==> config.mk <==
export PLATFORM = sky130hd
export DESIGN_NAME = regfile_mp_sb
export DESIGN_NICKNAME = d
export VERILOG_FILES = /design/src/rtl/rf_pkg.sv /design/src/rtl/reg_scoreboard.sv /design/src/rtl/regfile_mp_sb.sv
export SDC_FILE = /design/constraint.sdc
export NUM_CORES = 2
export LEC_CHECK = 0
export ABC_AREA = 1
export BUFFER_PORTS_ARGS = -buffer_cell sky130_fd_sc_hd__buf_2
export CORE_MARGIN = 3
export CORE_UTILIZATION = 55
export DETAILED_ROUTE_END_ITERATION = 8
export PLACE_DENSITY = 0.7
export SKIP_CTS_REPAIR_TIMING = 1
export SLEW_MARGIN = 25
export SYNTH_ARGS = -nofsm -noshare
export SYNTH_HDL_FRONTEND = slang
export SYNTH_SLANG_ARGS = --single-unit
export TNS_END_PERCENT = 20
==> constraint.sdc <==
create_clock -name clk -period 3.27 [get_ports clk]
set_input_delay 0 -clock clk [delete_from_list [all_inputs] [get_ports clk]]
set_output_delay 0 -clock clk [all_outputs]
set_load 0.01 [all_outputs]
==> src/rtl/rf_pkg.sv <==
// Shared register-file types and sizing for decode, writeback and the regfile.
// No logic; defaults only, instances may override widths through parameters.
package rf_pkg;

    localparam int RF_XLEN  = 32;
    localparam int RF_NREGS = 32;

    function automatic int addr_w(input int nregs);
        return $clog2(nregs);
    endfunction

    localparam int RF_AW = addr_w(RF_NREGS);

    typedef logic [RF_XLEN-1:0] xword_t;
    typedef logic [RF_AW-1:0]   raddr_t;

endpackage

==> src/rtl/reg_scoreboard.sv <==
// Per-register busy scoreboard for multi-cycle producers, with per-port busy lookup.
// Latency: set/clear visible one edge later; rbusy/busy_any combinational from state.
// Backpressure: none here; decode stalls on rbusy.
module reg_scoreboard
    import rf_pkg::*;
#(
    parameter int NREGS  = RF_NREGS,
    parameter int NRD    = 2,
    parameter int BYPASS = 1,
    localparam int AW    = addr_w(NREGS)
) (
    input  logic              clk,
    input  logic              reset,
    input  logic              we,
    input  logic [AW-1:0]     waddr,
    input  logic              wb_clr,
    input  logic              issue_valid,
    input  logic [AW-1:0]     issue_rd,
    input  logic [NRD*AW-1:0] raddr,
    output logic [NRD-1:0]    rbusy,
    output logic              busy_any
);

    logic [NREGS-1:0] busy_q;
    logic [NREGS-1:0] busy_d;

    // Clear before set so a new producer issued on the completing edge stays outstanding.
    always_comb begin
        busy_d = busy_q;
        if (we && wb_clr) begin
            busy_d[waddr] = 1'b0;
        end
        if (issue_valid && (issue_rd != '0)) begin
            busy_d[issue_rd] = 1'b1;
        end
        busy_d[0] = 1'b0;
        if (reset) begin
            busy_d = '0;
        end
    end

    always_ff @(posedge clk) begin
        busy_q <= busy_d;
    end

    for (genvar i = 0; i < NRD; i++) begin : g_rbusy
        logic [AW-1:0] ra;
        logic          fwd;
        assign ra  = raddr[i*AW +: AW];
        assign fwd = (BYPASS != 0) && we && wb_clr && (waddr == ra)
                     && !(issue_valid && (issue_rd == ra));
        assign rbusy[i] = busy_q[ra] && (ra != '0) && !fwd;
    end

    assign busy_any = |busy_q;

endmodule

==> src/rtl/regfile_mp_sb.sv <==
// Multi-read-port integer register file with optional write bypass and busy scoreboard.
// Latency: reads combinational (zero cycles); writes land on the next rising edge.
// Backpressure: none; decode stalls itself on rbusy.
module regfile_mp_sb
    import rf_pkg::*;
#(
    parameter int XLEN   = RF_XLEN,
    parameter int NREGS  = RF_NREGS,
    parameter int NRD    = 2,
    parameter int BYPASS = 1,
    localparam int AW    = addr_w(NREGS)
) (
    input  logic                clk,
    input  logic                reset,
    input  logic                we,
    input  logic [AW-1:0]       waddr,
    input  logic [XLEN-1:0]     wdata,
    input  logic [NRD*AW-1:0]   raddr,
    output logic [NRD*XLEN-1:0] rdata,
    output logic [NRD-1:0]      rbusy,
    input  logic                issue_valid,
    input  logic [AW-1:0]       issue_rd,
    input  logic                wb_clr,
    output logic                busy_any
);

    // x0 has no storage; the array starts at index 1.
    logic [XLEN-1:0] regs_q [1:NREGS-1];
    logic [XLEN-1:0] regs_d [1:NREGS-1];

    always_comb begin
        for (int r = 1; r < NREGS; r++) begin
            regs_d[r] = regs_q[r];
            if (we && (waddr == AW'(r))) begin
                regs_d[r] = wdata;
            end
            if (reset) begin
                regs_d[r] = '0;
            end
        end
    end

    always_ff @(posedge clk) begin
        regs_q <= regs_d;
    end

    for (genvar i = 0; i < NRD; i++) begin : g_rd
        logic [AW-1:0]   ra;
        logic [XLEN-1:0] rd;
        assign ra = raddr[i*AW +: AW];
        always_comb begin
            rd = '0;
            for (int r = 1; r < NREGS; r++) begin
                if (ra == AW'(r)) begin
                    rd = regs_q[r];
                end
            end
            if ((BYPASS != 0) && we && (waddr == ra) && (ra != '0)) begin
                rd = wdata;
            end
        end
        assign rdata[i*XLEN +: XLEN] = rd;
    end

    reg_scoreboard #(
        .NREGS  (NREGS),
        .NRD    (NRD),
        .BYPASS (BYPASS)
    ) u_sb (
        .clk         (clk),
        .reset       (reset),
        .we          (we),
        .waddr       (waddr),
        .wb_clr      (wb_clr),
        .issue_valid (issue_valid),
        .issue_rd    (issue_rd),
        .raddr       (raddr),
        .rbusy       (rbusy),
        .busy_any    (busy_any)
    );

endmodule

==> results.yml <==
run_status:
  status: "finished, violations left"
  violations: "negative setup slack"
cts:
  cts.sinks: 1023
  clockBufferDepth: 3
  h-tree-depth: 3
  cts_inserted_buffers: 113
  clock_latency_ps: 710
  cts_tree: "yes"
  cts-root-buf: "clkbuf_16"
  clk_pin_slew_ps: 60
synthesis:
  synth-edff-count: 0
  synth_top_family_by_area: "simple AND/OR/NAND/NOR gates"
  synth-simple-area-share: 0.3677
  post-synth-top-count-cell: "nand2_1"
  yosysWarnings: 0
  synth_flop_cell: "dfxtp_1"
  ys_seq_area_frac: 0.3795
  synth_top_area_cell: "dfxtp_1"
  synth_compound_area_frac: 0.1503
  syn-num-nets: 8575
  synthTopCellsByCount: "nand2_1 (2576), nor2_1 (1147), dfxtp_1 (1023)"
  synth-seq-cells: 1023
  ys_async_sr_fraction: 0
  synth.avg_cell_area_um2: 6.335
  netlist_instances: 8518
  synth.area.mux_share: 0
  synthTopCellsByArea: "dfxtp_1 (38%), nand2_1 (18%), nand4_1 (8.5%)"
  synth-xor-area-share: 0.001461
  synth_top_area_frac: 0.3795
  yosysUniqueCellTypes: 39
  synthAdderAreaFrac: 0
  syn_area_um2: 53960
global_route:
  grt_pass1_wl_mm: 346.7
  grt_max_degree: 126
  grt_pass1_vias: 54000
  grt_overflow: 0
  globalRouteTotalUtil: 0.4423
  antenna_found_initial: 5
sta:
  worstMarginPinSlew_ps: 1184
  max_slew_margin: 0.2103
  fin_crit_ps: 4424
  maxSlewViolCount: 0
  finalHoldViolCount: 0
  fin_skew_ps: 0
  max_clock_freq_mhz: 226.0
  whs_ps: 0.1603
  timing.final.crit_share: 1.353
  rsz0062_at_grt: "true"
  fin_ws_ps: -1154
  finalSetupViolCount: 64
critical_path:
  worst_setup_path_end_kind: "primary output"
  cp.arrival_ps: 4420
  crit_family: "simple AND/OR/NAND/NOR gates"
  crit_fanout: 3
  cp_common_cell: "nand4_1"
  cp_data_required_time_ps: 3270
  cpMaxStageDelayCell: "dfxtp_2"
  critPathKind: "flop to primary output"
  cp_cell_sequence: "inv_2, nor2_2, nor3_2, buf_4, nand4_1, nand2_2, nand4_1, nor2_1, nand4_1, nor2_1, nand4_1, nand2_1, nand4_1, nor2_2, buf_6, nand4_1, nor2_1, buf_4, nand4_1, nand2_1, nand2_1, buf_2"
  startpoint_type: "flop"
  crit_buf_inv: 5
  max_stage_delay_ps: 320
power_and_ir_drop:
  switching_power_w: 0.007627
  seq_power_share: 0.440
  peakVddDrop_uv: 394.4
  power_density_nw_per_um2: 456.4
  internal_power_w: 0.02115
  p_leak_nw: 22.29
  clkPwrFrac: 0.470
  switching_share: 0.2650
  combPwrFrac: 0.090
drt:
  ant_nets: 0
  drc: 0
  first_pass_iters: 6
  drtIter0Drc: 10400
  wirelength_mm: 236.6
  avgRoutedWirePerCell_um: 23.77
  vias: 61760
  avgViaCountPerCell: 6.206
layout:
  final_cell_area_um2: 63050
  area_delta_synth_final_pct: 16.83
  final_nets: 8633
  final_layout_size_suffix_gt1_frac: 0.1282
  final_util: 0.6500
placement:
  gp_congestion: 1.065
  placed_area_um2: 58170
  dp_slack_ps: -671.8
  place.detailed.hpwl_mm: 156.2
  io_buffers: 123
flow_run:
  drv_cap: 0
die:
  die-area_um2: 101900
  coreArea_um2: 96990
  rows: 114
  fp.dieW_um: 319.2
  start_util: 0.5564
  ioPinCount: 124
  fp.dieH_um: 319.2
worst_hold_path:
  hold_path_class: "primary input to flop"
stage by stage:
stage               total power (W)  std cells  TNS [ps]
finish                      0.02878       9952    -40230
global route                0.02930       9950    -46940
CTS                         0.02853       9906    -38110
detailed placement          0.01531       9696    -17190
global placement            0.01529       9693    -16090
floorplan                   0.01416       8518         0
cell families (layout without fill, tap and decap cells):
group / count (synthesis) / count (layout)
XOR/XNOR: 9 / 9
flip-flops: 1023 / 1023
buffers and inverters: 1422 / 1575
other: 0 / 5
AO/OA/AOI/OAI: 1382 / 1382
AND/OR/NAND/NOR: 4682 / 4682
path summary, 6_finish.rpt:
check                           depth (start not counted)                        from  slack, ps                         end
worst max-delay path                                   22    regs_q[910]$_SDFFE_PP0P_      -1150                   rdata[46]
worst max register to register                          3  u_sb.busy_q[17]$_SDFF_PP0_       2040  u_sb.busy_q[17]$_SDFF_PP0_
worst min-delay path                                    6                    waddr[4]        0.2   u_sb.busy_q[4]$_SDFF_PP0_
worst min register to register                          2    regs_q[352]$_SDFFE_PP0P_        470    regs_q[352]$_SDFFE_PP0P_
per-layer routing:
layer / routed length, um / global-route usage / vias up
li1: - / - / 28110
met1: 92330 / 0.6224 / 28510
met2: 94260 / 0.6023 / 4534
met3: 38040 / 0.1531 / 615
met4: 11840 / 0.2047 / 4
met5: 86 / 0 / -
worst register-to-register path, stage by stage (launching register included):
cell and delay (ps):
dfxtp_1 390, o21ai_0 110, a21oi_1 120, dlygate4sd3_1 560
power groups by stage:
stage | sequential, W | clock, W | combinational [W]
3_5_place_dp | 0.0129 | 0 | 0.00238
3_3_place_gp | 0.0129 | 0 | 0.00236
5_1_grt | 0.0127 | 0.0140 | 0.00265
6_report | 0.0127 | 0.0135 | 0.00259
2_1_floorplan | 0.0129 | 0 | 0.00125
4_1_cts | 0.0127 | 0.0135 | 0.00239
state kept, by name, indices dropped and copies added, names as in the netlist:
name         count
regs_q         992
u_sb.busy_q     31
layout by cell type (no fill, tap or decap), drive strengths merged:
master,netlist,layout
o32a,1,1
diode,0,5
a211oi,429,429
inv,675,678
xnor2,3,3
a22oi,7,7
clkinv,8,30
nand4,732,732
buf,100,642
nor4,10,10
o31ai,1,1
o21a,1,1
nand3,102,102
o221ai,10,10
dlygate4sd3,0,40
nor2,1159,1159
a221oi,4,4
a22o,1,1
bufinv,0,10
o2111ai,5,5
nor3,76,76
clkbuf,639,174
a21oi,748,748
o22ai,11,11
o21ai,163,163
a41oi,1,1
or2,27,27
clkinvlp,0,1
xor2,6,6
dfxtp,1023,1023
nand2,2576,2576
layout make-up:
cell class	instances	area [um^2]
multi-input cells	6073	28780
flip-flops and latches	1023	20490
diodes	5	12.51
repair buffers	682	5718
well taps	1276	1597
clock buffers	174	3401
fillers	8870	33950
inverters	683	2564
clock inverters	36	488.0
Power figures use the tool's default switching activity.
